--- src/rtl/instr_fetch.sv ---
// instr_fetch: fetch stage in front of decode.
// Holds the PC and issues one instruction-memory request at a time over req/gnt/rvalid.
// Each fetched word is presented to decode with its PC and opcode field.
// Execute-stage redirects retarget the PC and kill any fetch still in flight.
// Build option: define FETCH_MISALIGN_CHECK_EN to fault on misaligned redirect targets.
// That build adds the sticky fetch_misalign output and a terminal FAULT state.
//
// Handshakes:
//   imem: imem_req stays high in REQ until imem_gnt. Exactly one rvalid follows each gnt,
//         at least one cycle later and in order. rvalid outside WAIT is ignored.
//   decode: if_valid stays high with if_instr/if_pc stable until a cycle with if_ready=1.
//           A redirect in that cycle drops the word instead of handing it over.
module instr_fetch #(
  parameter int unsigned     XLEN     = 32,
  parameter logic [XLEN-1:0] RESET_PC = '0
) (
  input  logic            clk,
  input  logic            reset,
  output logic            imem_req,
  output logic [XLEN-1:0] imem_addr,
  input  logic            imem_gnt,
  input  logic            imem_rvalid,
  input  logic [31:0]     imem_rdata,
  input  logic            redirect_valid,
  input  logic [XLEN-1:0] redirect_pc,
  output logic            if_valid,
  input  logic            if_ready,
  output logic [31:0]     if_instr,
  output logic [XLEN-1:0] if_pc,
  output logic [6:0]      if_opcode,
  output logic [2:0]      state_dbg
`ifdef FETCH_MISALIGN_CHECK_EN
  ,
  output logic            fetch_misalign
`endif
);

  typedef enum logic [2:0] {
    S_IDLE  = 3'd0,
    S_REQ   = 3'd1,
    S_WAIT  = 3'd2,
    S_HOLD  = 3'd3,
    S_FAULT = 3'd4
  } state_t;

  localparam logic [31:0] NOP_INSTR = 32'h0000_0013;

  state_t          state;
  logic [XLEN-1:0] pc;
  logic            kill;
  logic [XLEN-1:0] redir_tgt;

  // Redirect targets are word aligned; the low two bits never reach the PC.
  assign redir_tgt = redirect_pc & ~(XLEN'(3));

`ifdef FETCH_MISALIGN_CHECK_EN
  logic fault_hit;
  // A misaligned redirect counts only in states that honour redirects at all.
  assign fault_hit = redirect_valid && (redirect_pc[1:0] != 2'b00) &&
                     ((state == S_REQ) || (state == S_WAIT) || (state == S_HOLD));
`endif

  // Outputs decoded from state or taken straight from registers.
  assign imem_req  = (state == S_REQ);
  assign imem_addr = pc;
  assign if_opcode = if_instr[6:0];
  assign state_dbg = state;

  // Fetch sequencer: PC, kill flag, decode-side output register and fault flag.
  always_ff @(posedge clk) begin
    if (!reset) begin
      state    <= S_IDLE;
      pc       <= RESET_PC;
      kill     <= 1'b0;
      if_valid <= 1'b0;
      if_instr <= NOP_INSTR;
      if_pc    <= RESET_PC;
`ifdef FETCH_MISALIGN_CHECK_EN
      fetch_misalign <= 1'b0;
`endif
    end else
`ifdef FETCH_MISALIGN_CHECK_EN
    if (fault_hit) begin
      state          <= S_FAULT;
      if_valid       <= 1'b0;
      fetch_misalign <= 1'b1;
    end else
`endif
    begin
      case (state)
        S_IDLE: state <= S_REQ;

        S_REQ: begin
          if (redirect_valid) begin
            pc <= redir_tgt;
            // A request granted in the same cycle is already out; kill its data.
            if (imem_gnt) begin
              kill  <= 1'b1;
              state <= S_WAIT;
            end
          end else if (imem_gnt) begin
            state <= S_WAIT;
          end
        end

        S_WAIT: begin
          if (redirect_valid) begin
            pc <= redir_tgt;
            if (imem_rvalid) begin
              kill  <= 1'b0;
              state <= S_REQ;
            end else begin
              kill <= 1'b1;
            end
          end else if (imem_rvalid) begin
            if (kill) begin
              kill  <= 1'b0;
              state <= S_REQ;
            end else begin
              if_instr <= imem_rdata;
              if_pc    <= pc;
              pc       <= pc + XLEN'(4);
              if_valid <= 1'b1;
              state    <= S_HOLD;
            end
          end
        end

        S_HOLD: begin
          if (redirect_valid) begin
            pc       <= redir_tgt;
            if_valid <= 1'b0;
            state    <= S_REQ;
          end else if (if_ready) begin
            if_valid <= 1'b0;
            state    <= S_REQ;
          end
        end

        // Terminal until reset; only reachable with the misalign check built in.
        S_FAULT: state <= S_FAULT;

        default: state <= S_IDLE;
      endcase
    end
  end

endmodule

--- config.mk ---
export PLATFORM = sky130hd
export DESIGN_NAME = instr_fetch
export DESIGN_NICKNAME = d
export VERILOG_FILES = /design/src/rtl/instr_fetch.sv
export SDC_FILE = /design/constraint.sdc
export NUM_CORES = 1
export LEC_CHECK = 0
export BUFFER_PORTS_ARGS = -buffer_cell sky130_fd_sc_hd__buf_2
export CORE_ASPECT_RATIO = 0.8
export CORE_MARGIN = 10
export CORE_UTILIZATION = 44
export CTS_CLUSTER_SIZE = 10
export DETAILED_ROUTE_END_ITERATION = 12
export GPL_ROUTABILITY_DRIVEN = 0
export GPL_TIMING_DRIVEN = 0
export MAX_ROUTING_LAYER = met4
export PLACE_DENSITY = 0.76
export SYNTH_ARGS = -nofsm -noshare
export SYNTH_HDL_FRONTEND = slang
export SYNTH_SLANG_ARGS = --single-unit
export TNS_END_PERCENT = 1
--- constraint.sdc ---
create_clock -name clk -period 1.6 [get_ports clk]
set_input_delay 0.4 -clock clk [delete_from_list [all_inputs] [get_ports clk]]
set_output_delay 0.4 -clock clk [all_outputs]
set_load 0.05 [all_outputs]
==> flow_metrics.tcl <==
set metrics [dict create \
    combinationalPowerShare_pct 17.9 \
    core_sq_mm 0.00977 \
    maxSlewHeadroom_pct 57.4 \
    min_path_type "in -> reg" \
    cp_common_cell "nor2b_4" \
    layout_setup_ws_ps -129 \
    die_x_um 133 \
    via_per_inst 5.62 \
    power.density_mw_per_mm2 950 \
    grt_max_degree 17 \
    drv_slew 0 \
    start_kind "flip-flop" \
    r2r_end "imem_addr[22]" \
    final_nets 852 \
    clk_path_buf_depth 2 \
    cts-hold-fix-buffers 0 \
    regToRegStartpoint "imem_addr[2]" \
    synth_compound_area_share_pct 20.9 \
    max_stage_delay_ps 380 \
    max_freq_ghz 0.578 \
    clk_latency_ps 340 \
    synth-main-ff-cell "dfxtp_1" \
    groute.usage.overall_pct 22.5 \
    synth_adder_area_share_pct 0.280 \
    fin_hold_ws_ps 276 \
    antenna_cells 0 \
    drt_iter0_markers 690 \
    path_delay_family "flip-flops" \
    start_util_pct 45.7 \
    root_buffer "clkbuf_16" \
    worst_slew_pin_slew_ps 640 \
    vias 5181 \
    r2r_cells 6 \
    min_from "imem_rdata[4]" \
    final-hold-violation-count 0 \
    grt.overflow.total 0 \
    fin_worst_skew_ps 9.10 \
    holdPathStages 3 \
    min_period_ps 1730 \
    cts_tree "done" \
    port_buffers 169 \
    finalInstanceArea_sq_mm 0.00636 \
    yosys.area_share.simple_pct 28.5 \
    ir_drop_uv 547 \
    place_hpwl_um 12500 \
    first_global_vias 4981 \
    synth.area.top_cells "dfxtp_1 43%, nand2_1 12%, a21oi_1 10%" \
    cp-end-kind "output port" \
    p_leak_nw 2.78 \
    clkSlewWorstSetupHoldPaths_ps 70 \
    die_area_sq_mm 0.0146 \
    placed_area_sq_mm 0.00566 \
    seq_area_frac_synth_pct 43.4 \
    synth_xor_area_share_pct 0 \
    drive_above_1_share_pct 39.6 \
    synthCells 580 \
    timing.reg2reg.setup_slack_ps -110 \
    post_synth_num_cell_types 54 \
    syn_to_final_growth_pct 42.3 \
    synthMuxAreaShare_pct 0.224 \
    postRouteAntennaNets 0 \
    cp_cell_sequence "nor2b_4 > clkbuf_8 > nor2b_4 > buf_8" \
    yosys_register_bits 97 \
    violations "negative setup slack" \
    crit_fanout 5 \
    num_io_pins 178 \
    drv_cap 0 \
    htreeDepth 3 \
    synth_top_area_share_pct 43.4 \
    worstHoldEndpoint "if_instr[4]" \
    clock_power_share_pct 38.4 \
    final-setup-viol-count 50 \
    ys.warnings.count 0 \
    status "complete, but fails checks" \
    synth_top_family_by_area "simple AND/OR/NAND/NOR gates" \
    crit_required_ps 1200 \
    fp-row-count 32 \
    synth_top_cell_by_area "dfxtp_1" \
    drcViolationCount 0 \
    synth-edff-count 0 \
    intPower_w 0.00422 \
    final_cells 922 \
    final_cell_mix "170 x buf_2, 143 x nand2_1, 85 x a21oi_1, 68 x dfxtp_1, 30 x buf_4" \
    swShare_pct 30.2 \
    dp.cells 888 \
    avgSynthCellArea_sq_um 7.71 \
    postSynth.asyncResetShare_pct 0 \
    antenna_found_initial 0 \
    drt_wl_total_um 17200 \
    post-route-period-util_pct 108 \
    numCtsBuffers 9 \
    grt_setup_unrepaired "true" \
    cts_sinks 97 \
    dr.pass1.iters 6 \
    path_buf_inv 2 \
    crit_type "reg -> out" \
    switching_power_w 0.00182 \
    critical-path-slowest-cell "dfxtp_4" \
    cp.arrival_ps 1330 \
    die_h_um 110 \
    mostFrequentLayoutCell "buf_2" \
    seq_power_share_pct 43.7 \
    grt_pass1_wl_um 25800 \
    avgRoutedWirePerCell_um 18.6 \
    syn_area_sq_mm 0.00447 \
]
==> power by group through the flow <==
stage               Clock, W  Combinational (W)  Sequential (W)
global route         0.00243            0.00114         0.00265
CTS                  0.00234            0.00104         0.00264
global placement           0           0.000980         0.00268
detailed placement         0           0.000990         0.00268
floorplan                  0           0.000420         0.00292
finish               0.00232            0.00108         0.00264
==> stage by stage <==
step / worst slack, ps / TNS, ps / total power, W / utilization [%]
global placement: -534 / -38660 / 0.00366 / 57.9
floorplan: -78.4 / -4710 / 0.00334 / -
CTS: -112 / -3800 / 0.00601 / 63.9
finish: -129 / -1410 / 0.00605 / 65.1
detailed placement: -542 / -39790 / 0.00367 / 57.9
global route: -182 / -6670 / 0.00623 / 65.1
==> Yosys cell counts, types with 4 or more instances <==
cell / n
nand4_1: 15
a21o_1: 6
a31oi_1: 8
nor3_1: 15
buf_2: 7
clkbuf_1: 34
o21ai_0: 21
nor2_1: 28
nand3_1: 17
a21oi_1: 90
inv_1: 4
and4_1: 4
dfxtp_1: 97
nand2_1: 145
nor4_1: 6
buf_4: 13
and3_1: 5
o211ai_1: 4
==> sequential cells by signal, summed over array words and instances (netlist names) <==
register   count
if_instr      32
if_pc         30
imem_addr     30
state_dbg      3
if_valid       1
kill           1
==> per-layer routing <==
layer	track usage (%)	share of wire, %	vias up	wire length [um]
met3	6.74	9.1	43	1560
met4	7.29	2.8	0	475
li1	-	-	2431	-
met1	26.6	41	2392	7040
met5	-	0	-	0
met2	36.2	47	315	8110
==> worst max-delay path by stage <==
stage | depth (start not counted) | slack (ps) | to | start
CTS | 4 | -110 | imem_req | state_dbg[0]
global placement | 6 | -530 | imem_addr[17] | redirect_valid
floorplan | 7 | -80 | imem_addr[19] | imem_addr[6]
detailed placement | 6 | -540 | imem_addr[13] | redirect_valid
global route | 5 | -180 | imem_addr[27] | state_dbg[0]
finish | 4 | -130 | imem_req | state_dbg[0]
==> tightest hold or removal path, delay by kind of cell <==
kind	cells	cell delay, ps
simple gates	2	110
buf+inv	1	80
==> kinds of logic after synthesis <==
| kind of cell | count (synthesis) |
|---|---|
| compound gates | 157 |
| fa+ha+maj | 1 |
| buf+inv | 61 |
| flops | 97 |
| mux | 1 |
| other cells | 1 |
| simple gates | 262 |
==> repair_timing <==
action                     CTS  global route
setup endpoints to repair   94            93
pin swaps                   23            17
buffers inserted            14             6
cloned                       2             0
gates resized for setup     53            39
==> layout make-up <==
type | count | area, sq um
clock inverter | 7 | 92.6
multi-input combinational | 425 | 2380
timing repair buffer | 191 | 1060
clock buffer | 9 | 225
sequential | 97 | 2010
inverter | 5 | 21.3
fill | 898 | 3410
buffer | 52 | 394
tap | 136 | 170
Note: power is estimated with default switching activity, not from simulation.
